`src/rtl/eth_pkg.sv`:
```
// Shared types and line constants for the Ethernet TX front stage.
package eth_pkg;

    typedef enum logic [2:0] {
        ST_IDLE     = 3'd0,
        ST_PREAMBLE = 3'd1,
        ST_SFD      = 3'd2,
        ST_FRAME    = 3'd3,
        ST_IFG      = 3'd4
    } eth_state_t;

    typedef enum logic {
        FT_ARP = 1'b0,
        FT_IP  = 1'b1
    } eth_frame_t;

    localparam logic [7:0] ETH_PREAMBLE_BYTE = 8'h55;
    localparam logic [7:0] ETH_SFD_BYTE      = 8'hD5;

endpackage

```
`src/rtl/eth_preamble_sfd_tx.sv`:
```
// Grants ARP/IP frames (ARP first), sends preamble + SFD, hands off, then holds the inter-frame gap.
// Ack and first preamble byte appear one cycle after the grant is sampled; all outputs registered.
module eth_preamble_sfd_tx
    import eth_pkg::*;
#(
    parameter int unsigned PREAMBLE_LEN = 7,
    parameter int unsigned IFG_LEN      = 12
) (
    input  logic       aclk,
    input  logic       areset,
    input  logic       arp_req,
    input  logic       ip_req,
    input  logic       frame_done,
    output logic       arp_ack,
    output logic       ip_ack,
    output logic [7:0] pre_txd,
    output logic       pre_tx_en,
    output logic       preamble_sfd_tx_valid,
    output logic       arp_resp_start,
    output logic       ip_start,
    output logic       busy
);

    eth_state_t r_state;
    eth_frame_t r_type;
    logic [3:0] r_pre_cnt;
    logic [4:0] r_ifg_cnt;
    logic       r_arp_ack;
    logic       r_ip_ack;
    logic [7:0] r_txd;
    logic       r_tx_en;
    logic       r_valid;
    logic       r_arp_start;
    logic       r_ip_start;
    logic       r_busy;

    eth_state_t w_state;
    eth_frame_t w_type;
    logic [3:0] w_pre_cnt;
    logic [4:0] w_ifg_cnt;
    logic       w_arp_ack;
    logic       w_ip_ack;
    logic [7:0] w_txd;
    logic       w_tx_en;
    logic       w_valid;
    logic       w_arp_start;
    logic       w_ip_start;

    always_comb begin
        w_state     = r_state;
        w_type      = r_type;
        w_pre_cnt   = r_pre_cnt;
        w_ifg_cnt   = r_ifg_cnt;
        w_arp_ack   = 1'b0;
        w_ip_ack    = 1'b0;
        w_txd       = 8'h00;
        w_tx_en     = 1'b0;
        w_valid     = 1'b0;
        w_arp_start = 1'b0;
        w_ip_start  = 1'b0;

        case (r_state)
            ST_IDLE: begin
                if (arp_req || ip_req) begin
                    w_arp_ack = arp_req;
                    w_ip_ack  = ~arp_req;
                    w_type    = arp_req ? FT_ARP : FT_IP;
                    w_state   = ST_PREAMBLE;
                    w_pre_cnt = 4'd1;
                    w_txd     = ETH_PREAMBLE_BYTE;
                    w_tx_en   = 1'b1;
                end
            end
            ST_PREAMBLE: begin
                // r_pre_cnt holds the number of preamble bytes already on the line
                w_tx_en = 1'b1;
                if (r_pre_cnt == 4'(PREAMBLE_LEN)) begin
                    w_state = ST_SFD;
                    w_txd   = ETH_SFD_BYTE;
                end else begin
                    w_pre_cnt = r_pre_cnt + 4'd1;
                    w_txd     = ETH_PREAMBLE_BYTE;
                end
            end
            ST_SFD: begin
                w_state     = ST_FRAME;
                w_pre_cnt   = 4'd0;
                w_valid     = 1'b1;
                w_arp_start = (r_type == FT_ARP);
                w_ip_start  = (r_type == FT_IP);
            end
            ST_FRAME: begin
                // The frame_done cycle is the first gap cycle, so IFG holds IFG_LEN-1 more
                if (frame_done) begin
                    if (IFG_LEN == 1) begin
                        w_state = ST_IDLE;
                    end else begin
                        w_state   = ST_IFG;
                        w_ifg_cnt = 5'd1;
                    end
                end
            end
            ST_IFG: begin
                if (r_ifg_cnt == 5'(IFG_LEN - 1)) begin
                    w_state   = ST_IDLE;
                    w_ifg_cnt = 5'd0;
                end else begin
                    w_ifg_cnt = r_ifg_cnt + 5'd1;
                end
            end
            default: begin
                w_state = ST_IDLE;
            end
        endcase
    end

    always_ff @(posedge aclk or posedge areset) begin
        if (areset) begin
            r_state     <= ST_IDLE;
            r_type      <= FT_ARP;
            r_pre_cnt   <= 4'd0;
            r_ifg_cnt   <= 5'd0;
            r_arp_ack   <= 1'b0;
            r_ip_ack    <= 1'b0;
            r_txd       <= 8'h00;
            r_tx_en     <= 1'b0;
            r_valid     <= 1'b0;
            r_arp_start <= 1'b0;
            r_ip_start  <= 1'b0;
            r_busy      <= 1'b0;
        end else begin
            r_state     <= w_state;
            r_type      <= w_type;
            r_pre_cnt   <= w_pre_cnt;
            r_ifg_cnt   <= w_ifg_cnt;
            r_arp_ack   <= w_arp_ack;
            r_ip_ack    <= w_ip_ack;
            r_txd       <= w_txd;
            r_tx_en     <= w_tx_en;
            r_valid     <= w_valid;
            r_arp_start <= w_arp_start;
            r_ip_start  <= w_ip_start;
            r_busy      <= (w_state != ST_IDLE);
        end
    end

    assign arp_ack               = r_arp_ack;
    assign ip_ack                = r_ip_ack;
    assign pre_txd               = r_txd;
    assign pre_tx_en             = r_tx_en;
    assign preamble_sfd_tx_valid = r_valid;
    assign arp_resp_start        = r_arp_start;
    assign ip_start              = r_ip_start;
    assign busy                  = r_busy;

endmodule

```
`config.mk`:
```
export PLATFORM = sky130hd
export DESIGN_NAME = eth_preamble_sfd_tx
export DESIGN_NICKNAME = d
export VERILOG_FILES = /design/src/rtl/eth_pkg.sv /design/src/rtl/eth_preamble_sfd_tx.sv
export SDC_FILE = /design/constraint.sdc
export NUM_CORES = 1
export LEC_CHECK = 0
export CAP_MARGIN = 10
export CORE_UTILIZATION = 50
export DETAILED_ROUTE_END_ITERATION = 6
export GPL_ROUTABILITY_DRIVEN = 0
export GPL_TIMING_DRIVEN = 0
export PLACE_DENSITY_LB_ADDON = 0.12
export SYNTH_ARGS = -nofsm -noshare
export SYNTH_HDL_FRONTEND = slang
export SYNTH_SLANG_ARGS = --single-unit
```
`constraint.sdc`:
```
create_clock -name aclk -period 3.4 [get_ports aclk]
set_input_delay 0.68 -clock aclk [delete_from_list [all_inputs] [get_ports aclk]]
set_output_delay 0.68 -clock aclk [all_outputs]
set_load 0.01 [all_outputs]
```
-- Word level (Yosys, flattened, before mapping)
Cells that the tools add are included.
- equal/unequal tests: 9
- bitwise operators: 2
- add/sub/neg operators: 2
- mux-type cells: 24
- reduce and logical (&&, ||, !) cells: 8
- operator list (cell ; number):
    $pmux 8 s2 ; 1
    $pmux 3 s5 ; 1
    $mux 3 ; 4
    $pmux 4 s3 ; 1
    $mux 5 ; 2
    $pmux 5 s2 ; 1
    $mux 1 ; 9
    $mux 4 ; 2
    $mux 8 ; 1
    $mux 7 ; 1
    $eq 3x2->1 const B ; 2
    $ne 2x2->1 const B ; 3
    $reduce_bool 3->1 ; 2
    $add 5x1->5 const B ; 1
    $eq 5x4->1 const B ; 1
    $add 4x1->4 const B ; 1
    $eq 4x3->1 const B ; 1
    $reduce_and 2->1 ; 2
    $eq 3x1->1 const B ; 1
    $eq 3x3->1 const B ; 1
    $logic_not 3->1 ; 1
    $reduce_and 3->1 ; 1
    $not 1->1 ; 2
    $pmux 1 s2 ; 1
    2 further kinds ; 2
- input bits: 5
- register bits after elaboration: 28
- word-level logic and storage cells: 57

-- Longest topological paths before layout
Gate-level depths: netlist (run 1).
- word-level depth: 4
- gate-level depth with buffers: 4
- gate-level depth less buffers: 4

-- Least setup slack after synthesis (run 1)
No wires, ideal clock.
- kind: register to register
- from: register r_pre_cnt[0]
- to: register r_pre_cnt[0]
- period minus slack after synthesis: 1.445 ns
- setup time: 0.065 ns
- arrival time: 1.380 ns
- setup slack: 1.955 ns
- required time: 3.335 ns
- stages on the path, launching flop included: 5
- cells stage by stage: dfrtp_1 -> ha_1 -> and3b_1 -> a2111oi_2 -> o22a_1
- cells in the longest elaborated chain, start to end: 3
- elaborated cells between the ends (all ways): 6
- RTL lines (what ; line ; source):
    from (decl) ; eth_preamble_sfd_tx.sv:26 ; logic [3:0] r_pre_cnt;
    from (signal assigned) ; eth_preamble_sfd_tx.sv:134 ; r_pre_cnt <= w_pre_cnt;
    $add 4x1->4 / $eq 4x3->1 (equally long branches) ; eth_preamble_sfd_tx.sv:81, eth_preamble_sfd_tx.sv:77 ;
    $mux 4 / $ne 2x2->1 (equally long branches) ; n/a ;
    $pmux 4 s3 / $reduce_and 3->1 (equally long branches) ; n/a ;
Parallel ways exist; a longest one is shown, timed or not. The select of a mux whose other input is x is not followed.
A chain may end at the register's enable or synchronous reset.

==> flow_summary.yaml, run 1 <==
synthesis:
  yosys_warnings: 0
  synthDistinctLibCells: 38
  synth_seq_area_share_pct: 52.1
  post_synth.cell_area_avg_um2: 10.5
  yosys_register_bits: 21
  synthArstFlopShare_pct: 100
  count_of_mapped_cells_out_of_synthesis: 96
  number_of_enable_type_register_cells_in_the_synthesized_netlist: 0
  post_synth_instance_area_um2: 1010
  synthFlopType: "dfrtp_1"
power_and_ir_drop:
  switching_power_uw: 344
  p_total_uw: 967
  p_int_uw: 622
  p_comb_share_pct: 45.7
  power.sequential.fraction_pct: 42.5
  total_power_per_unit_cell_area_nw_per_um2: 783
  switching_share_pct: 35.6
  power.ir.vdd_worst_uv: 475
  p_leak_nw: 0.562
  power.clock.fraction_pct: 11.8
route:
  drt.antenna.violating_nets: 0
  post_route_drc: 0
  drt-initial-drc-count: 21
  detail_route.wl_per_cell_um: 12.7
  route.final.wire_length_mm: 1.81
  drt_first_pass_iters: 4
  vias_per_cell: 5.36
  total_via_count_after_detailed_routing: 767
cts:
  clk_pin_slew_worst_paths_ns: 0.11
  cts_root_buf: "clkbuf_4"
  clk_path_buf_depth: 2
  cts_num_sinks: 21
  cts-buffers-inserted: 3
  insertion_delay_ns: 0.30
  cts_tree: "yes"
  htree_num_levels: 1
  cts_resized: 0
  post_cts_hold_buffer_count: 0
  post_cts.repair.setup_buffers: 0
grt:
  grt-ovfl-total: 0
  maximum_number_of_pins_on_one_net_before_global_route_repair: 22
  grt_antenna_before_repair: 0
  wire_length_of_the_first_global_routing_pass_mm: 2.86
  grtUsageTotal_pct: 19.3
  via_count_of_the_first_global_routing_pass: 656
placed_design:
  place_hpwl_mm: 1.37
  placement.io_buffers: 16
setup_path:
  timing.setup.critical_path_class: "reg -> out"
  critical_path_peak_fanout: 5
  worst_ep_arrival_time_ns: 1.36
  cp-start-kind: "flip-flop"
  critical-path-max-stage-delay_ns: 0.53
  critPathCaptureType: "output pin"
  critPathSlowestCell: "clkdlybuf4s50_1"
  cp.required_ns: 2.72
  cp_cell_sequence: "buf_4 > clkdlybuf4s50_1"
sta:
  achievable_clock_frequency_mhz: 491
  report.final.setup_viol: 0
  fin_hold_ws_ns: 0.467
  worst-slew-pin-transition_ns: 0.759
  clock_skew_ns: 0.00673
  max-slew-margin-rel_pct: 49.4
  drv_slew: 0
  final-hold-violation-count: 0
  grt_setup_unrepaired: "false"
  post_route_setup_tns_ns: 0
  finalCritPeriodShare_pct: 60.0
  layout_min_cycle_time_ns: 2.04
floorplanning:
  chipHeight_um: 46.9
  number_of_placed_i_o_pins: 20
  initial_utilization_pct: 56.0
  placement_rows: 15
  design.core.area_um2: 1800
  dieArea_um2: 2200
  floorplan.die.width_um: 46.9
finish:
  design.final.nets: 126
  layout-drive-gt1-share_pct: 11.9
  areaGrowthSynthToFinish_pct: 22.3
  antenna_cells_inserted: 0
status:
  run_status: "complete, no violations"
flow_run:
  max_cap_viol_count: 0
worst_hold_path:
  timing.hold.worst.class: "reg -> reg"
## layout by cell type (no fill, tap or decap), drive strengths merged, types with 3 or more instances in the layout
cell type and instances:
clkdlybuf4s50 16, a21oi 4, buf 9, nor2b 4, clkbuf 5, nand3 3, dfrtp 21, nand2 6
o21ai 5, nor3 4, conb 3, nor2 4
## routing by layer
layer | up-vias | wire, um | track usage [%]
li1 | 382 | - | -
met1 | 347 | 824 | 25.2
met2 | 34 | 823 | 30.6
met3 | 4 | 122 | 3.46
met4 | 0 | 41 | 10.3
met5 | - | 0 | 0
## registers in the layout, indices dropped and copies added (netlist names)
register,count
ip_start,1
r_pre_cnt,4
ip_ack,1
pre_txd,2
arp_ack,1
arp_resp_start,1
r_ifg_cnt,5
r_state,3
busy,1
r_type,1
preamble_sfd_tx_valid,1
## cells by family (layout without fill, tap and decap cells)
| logic type | Yosys count | after routing | share of synthesized area (%) |
|---|---|---|---|
| AOI/OAI and AO/OA | 23 | 23 | 16.4 |
| other | 1 | 3 | 0.372 |
| DFF | 21 | 21 | 52.1 |
| buffers and inverters | 12 | 32 | 7.32 |
| and+or+nand+nor | 36 | 36 | 20.5 |
| adders and majority gates | 2 | 2 | 2.48 |
| xor gates and xnor gates | 1 | 1 | 0.869 |
## cells in the mapped netlist, drive strengths merged (2+ instances only)
library cell,n,area (um2)
dfrtp,21,526
buf,9,62.6
nand2,6,22.5
o21ai,5,25.0
a21oi,4,20.0
nor2,4,15.0
nor2b,4,25.0
nor3,4,20.0
nand3,3,15.0
a211o,2,17.5
a21o,2,15.0
and2,2,12.5
ha,2,25.0
inv,2,7.51
nand2b,2,12.5
nor3b,2,15.0
nor4,2,12.5
o2bb2ai,2,17.5
or3b,2,17.5
## final timing paths
check                                startpoint  slack (ns)  cells past startpoint                       end
setup / recovery           pre_txd[6]$_DFF_PP0_        1.36                      2                pre_txd[2]
hold / removal               r_type$_DFFE_PP0P_        0.47                      1  arp_resp_start$_DFF_PP0_
setup reg to reg           r_state[1]$_DFF_PP0_        1.76                      4  r_ifg_cnt[0]$_DFFE_PP0P_
hold reg to reg              r_type$_DFFE_PP0P_        0.47                      1  arp_resp_start$_DFF_PP0_
max in group asynchronous                areset        2.10                      2      pre_txd[6]$_DFF_PP0_
min in group asynchronous                areset        0.82                      2  r_ifg_cnt[3]$_DFFE_PP0P_
## per-stage QoR
step | util [%] | setup WS [ns] | area [um2] | instances
final | 68.5 | 1.36 | 1230 | 143
after global routing | 68.5 | 1.29 | 1230 | 143
after CTS | 68.5 | 1.34 | 1230 | 143
after detailed placement | 67.0 | 1.38 | 1210 | 139
after global placement | 67.0 | 1.42 | 1210 | 139
after floorplan | - | 1.95 | 1020 | 98
## power groups by stage
| stage | logic, mW | clock network, mW | registers [mW] |
|---|---|---|---|
| detailed placement | 0.443 | 0 | 0.416 |
| finish | 0.442 | 0.114 | 0.411 |
| CTS | 0.443 | 0.120 | 0.410 |
| floorplan | 0.312 | 0 | 0.406 |
| global route | 0.492 | 0.128 | 0.423 |
| global placement | 0.429 | 0 | 0.408 |
## critical path: cells and delay by family (launching register included)
kind | cells | cell delay, ns
buf+inv | 2 | 0.66
flops | 1 | 0.41
## layout make-up
class	count	area [um2]
Buffer	10	66.3
Clock buffer	4	26.3
Fill cell	151	568
Inverter	2	7.51
Multi-Input combinational cell	65	417
Sequential cell	21	526
Tap cell	25	31.3
Timing Repair Buffer	16	160
Power figures use the tool's default switching activity.
==> inputs of run 2 (changes only) <==
- CORE_UTILIZATION: 50 -> 49
- clock period: 3.4 -> 1.9 ns (I/O delays scaled with it)
==> run 2 against run 1 <==
Setup slack worse by 1.2 ns. Sequential power is 79% higher. Die area is 1.9% higher. Clock skew is 0.0036 ns lower. Via count is 1.6% higher. Combinational power is 78% higher. Cell count is 1.4% higher. Flip-flop and latch count stayed put. First-iteration DRC count is 29% lower. Clock power is 89% higher. Global-route usage is 2.6 points lower.
==> flow_summary.yaml, run 2 (same netlist as run 1, synthesis figures left out) <==
sta:
  report.final.setup_viol: 0
  layout_min_cycle_time_ns: 1.75
  finalCritPeriodShare_pct: 91.9
  drv_slew: 0
  max-slew-margin-rel_pct: 50.4
  setup_ws_ns: 0.153
  final-hold-violation-count: 0
  clock_skew_ns: 0.00315
  achievable_clock_frequency_mhz: 572
  post_route_setup_tns_ns: 0
  worst-slew-pin-transition_ns: 0.743
  grt_setup_unrepaired: "false"
  fin_hold_ws_ns: 0.473
route:
  vias_per_cell: 5.37
  detail_route.wl_per_cell_um: 11.7
  route.final.wire_length_mm: 1.70
  drt.antenna.violating_nets: 0
  total_via_count_after_detailed_routing: 779
  drt-initial-drc-count: 15
  post_route_drc: 0
  drt_first_pass_iters: 4
cts:
  clk_path_buf_depth: 2
  htree_num_levels: 1
  cts_num_sinks: 21
  cts_resized: 0
  post_cts.repair.setup_buffers: 0
  post_cts_hold_buffer_count: 0
  cts-buffers-inserted: 3
  cts_root_buf: "clkbuf_4"
  clk_pin_slew_worst_paths_ns: 0.12
  insertion_delay_ns: 0.30
  cts_tree: "yes"
finish:
  largest-register: "r_ifg_cnt"
  reg_top3: "r_ifg_cnt (5), r_pre_cnt (4), r_state (3)"
  antenna_cells_inserted: 0
  layout_commonest_cell: "dfrtp_1"
  largest_reg_flops: 5
  layout.cells.most_common_list: "dfrtp_1 (21), clkdlybuf4s50_1 (16), buf_4 (7)"
  areaGrowthSynthToFinish_pct: 22.7
  fillCellCount: 168
  post_layout_nonfiller_instances: 145
  post-route-cell-area_um2: 1240
  finish.utilization_pct: 63.7
  design.final.nets: 126
  layout-drive-gt1-share_pct: 12.7
setup_path:
  path_buf_inv: 2
  worst_r2r_endpoint: "r_ifg_cnt[0]$_DFFE_PP0P_"
  worst_ep_arrival_time_ns: 1.37
  cp_cell_sequence: "buf_4 > clkdlybuf4s50_1"
  rrSetupSlack_ns: 0.26
  critical_path_peak_fanout: 5
  timing.reg2reg.worst_path_depth: 4
  rr_startpoint: "r_state[1]$_DFF_PP0_"
  critPathCaptureType: "output pin"
  timing.setup.critical_path_class: "reg -> out"
  cp.required_ns: 1.52
  critPathTopFamily: "buffers and inverters"
  critPathSlowestCell: "clkdlybuf4s50_1"
  cp-start-kind: "flip-flop"
  critical-path-max-stage-delay_ns: 0.52
grt:
  wire_length_of_the_first_global_routing_pass_mm: 2.59
  grtUsageTotal_pct: 16.6
  grt-ovfl-total: 0
  via_count_of_the_first_global_routing_pass: 633
  maximum_number_of_pins_on_one_net_before_global_route_repair: 22
  grt_antenna_before_repair: 0
floorplanning:
  dieArea_um2: 2240
  initial_utilization_pct: 51.9
  floorplan.die.width_um: 47.4
  number_of_placed_i_o_pins: 20
  chipHeight_um: 47.4
  design.core.area_um2: 1940
  placement_rows: 16
worst_hold_path:
  timing.hold.worst.class: "reg -> reg"
  hold_depth: 1
  hold_end: "arp_resp_start$_DFF_PP0_"
  worst_hold_startpoint: "r_type$_DFFE_PP0P_"
power_and_ir_drop:
  p_total_mw: 1.74
  total_power_per_unit_cell_area_nw_per_um2: 1400
  p_leak_nw: 0.564
  power.ir.vdd_worst_uv: 748
placed_design:
  placed_area_um2: 1210
  place_inst: 141
  dpl_worst_slack_ns: 0.210
  placement.io_buffers: 16
  place_hpwl_mm: 1.28
status:
  run_status: "complete, no violations"
flow_run:
  max_cap_viol_count: 0
## run 2: changes by cell type in the layout (fill, tap and decap cells not counted), sizes merged
cell	previous run	this run
clkbuf	5	4
clkinv	0	1
## run 2: per-layer routing
metal / share of wire, % / global-route usage, % / wire [um] / up-vias
li1: - / - / - / 382
met1: 48 / 22.1 / 808 / 372
met2: 46 / 27.1 / 772 / 21
met3: 5.5 / 3.46 / 94 / 4
met4: 1.2 / 5.14 / 21 / 0
met5: 0 / 0 / 0 / -
## run 2: power by group
part / leakage (nW) / internal [mW] / switching, mW
Clock: 0.0177 / 0.0786 / 0.136
Sequential: 0.264 / 0.603 / 0.133
Combinational: 0.283 / 0.428 / 0.357
## run 2: cell type report
cell class / count / area [um2] / area share, %
Buffer: 10 / 66.3 / 5.36
Clock buffer: 3 / 22.5 / 1.82
Clock inverter: 1 / 5.00 / 0.404
Inverter: 2 / 7.51 / 0.607
Multi-Input combinational cell: 65 / 417 / 33.7
Sequential cell: 21 / 526 / 42.5
Tap cell: 27 / 33.8 / 2.73
Timing Repair Buffer: 16 / 160 / 12.9
## run 2: worst max-delay path by stage
stage	slack, ns	endpoint	cells after the start	startpoint
global route	0.08	pre_txd[0]	2	pre_txd[6]$_DFF_PP0_
global placement	0.19	r_pre_cnt[1]$_DFFE_PP0P_	4	ip_req
floorplan	0.45	r_pre_cnt[0]$_DFFE_PP0P_	4	r_pre_cnt[0]$_DFFE_PP0P_
detailed placement	0.21	r_pre_cnt[1]$_DFFE_PP0P_	4	ip_req
finish	0.15	pre_txd[2]	2	pre_txd[6]$_DFF_PP0_
CTS	0.13	pre_txd[2]	2	pre_txd[6]$_DFF_PP0_
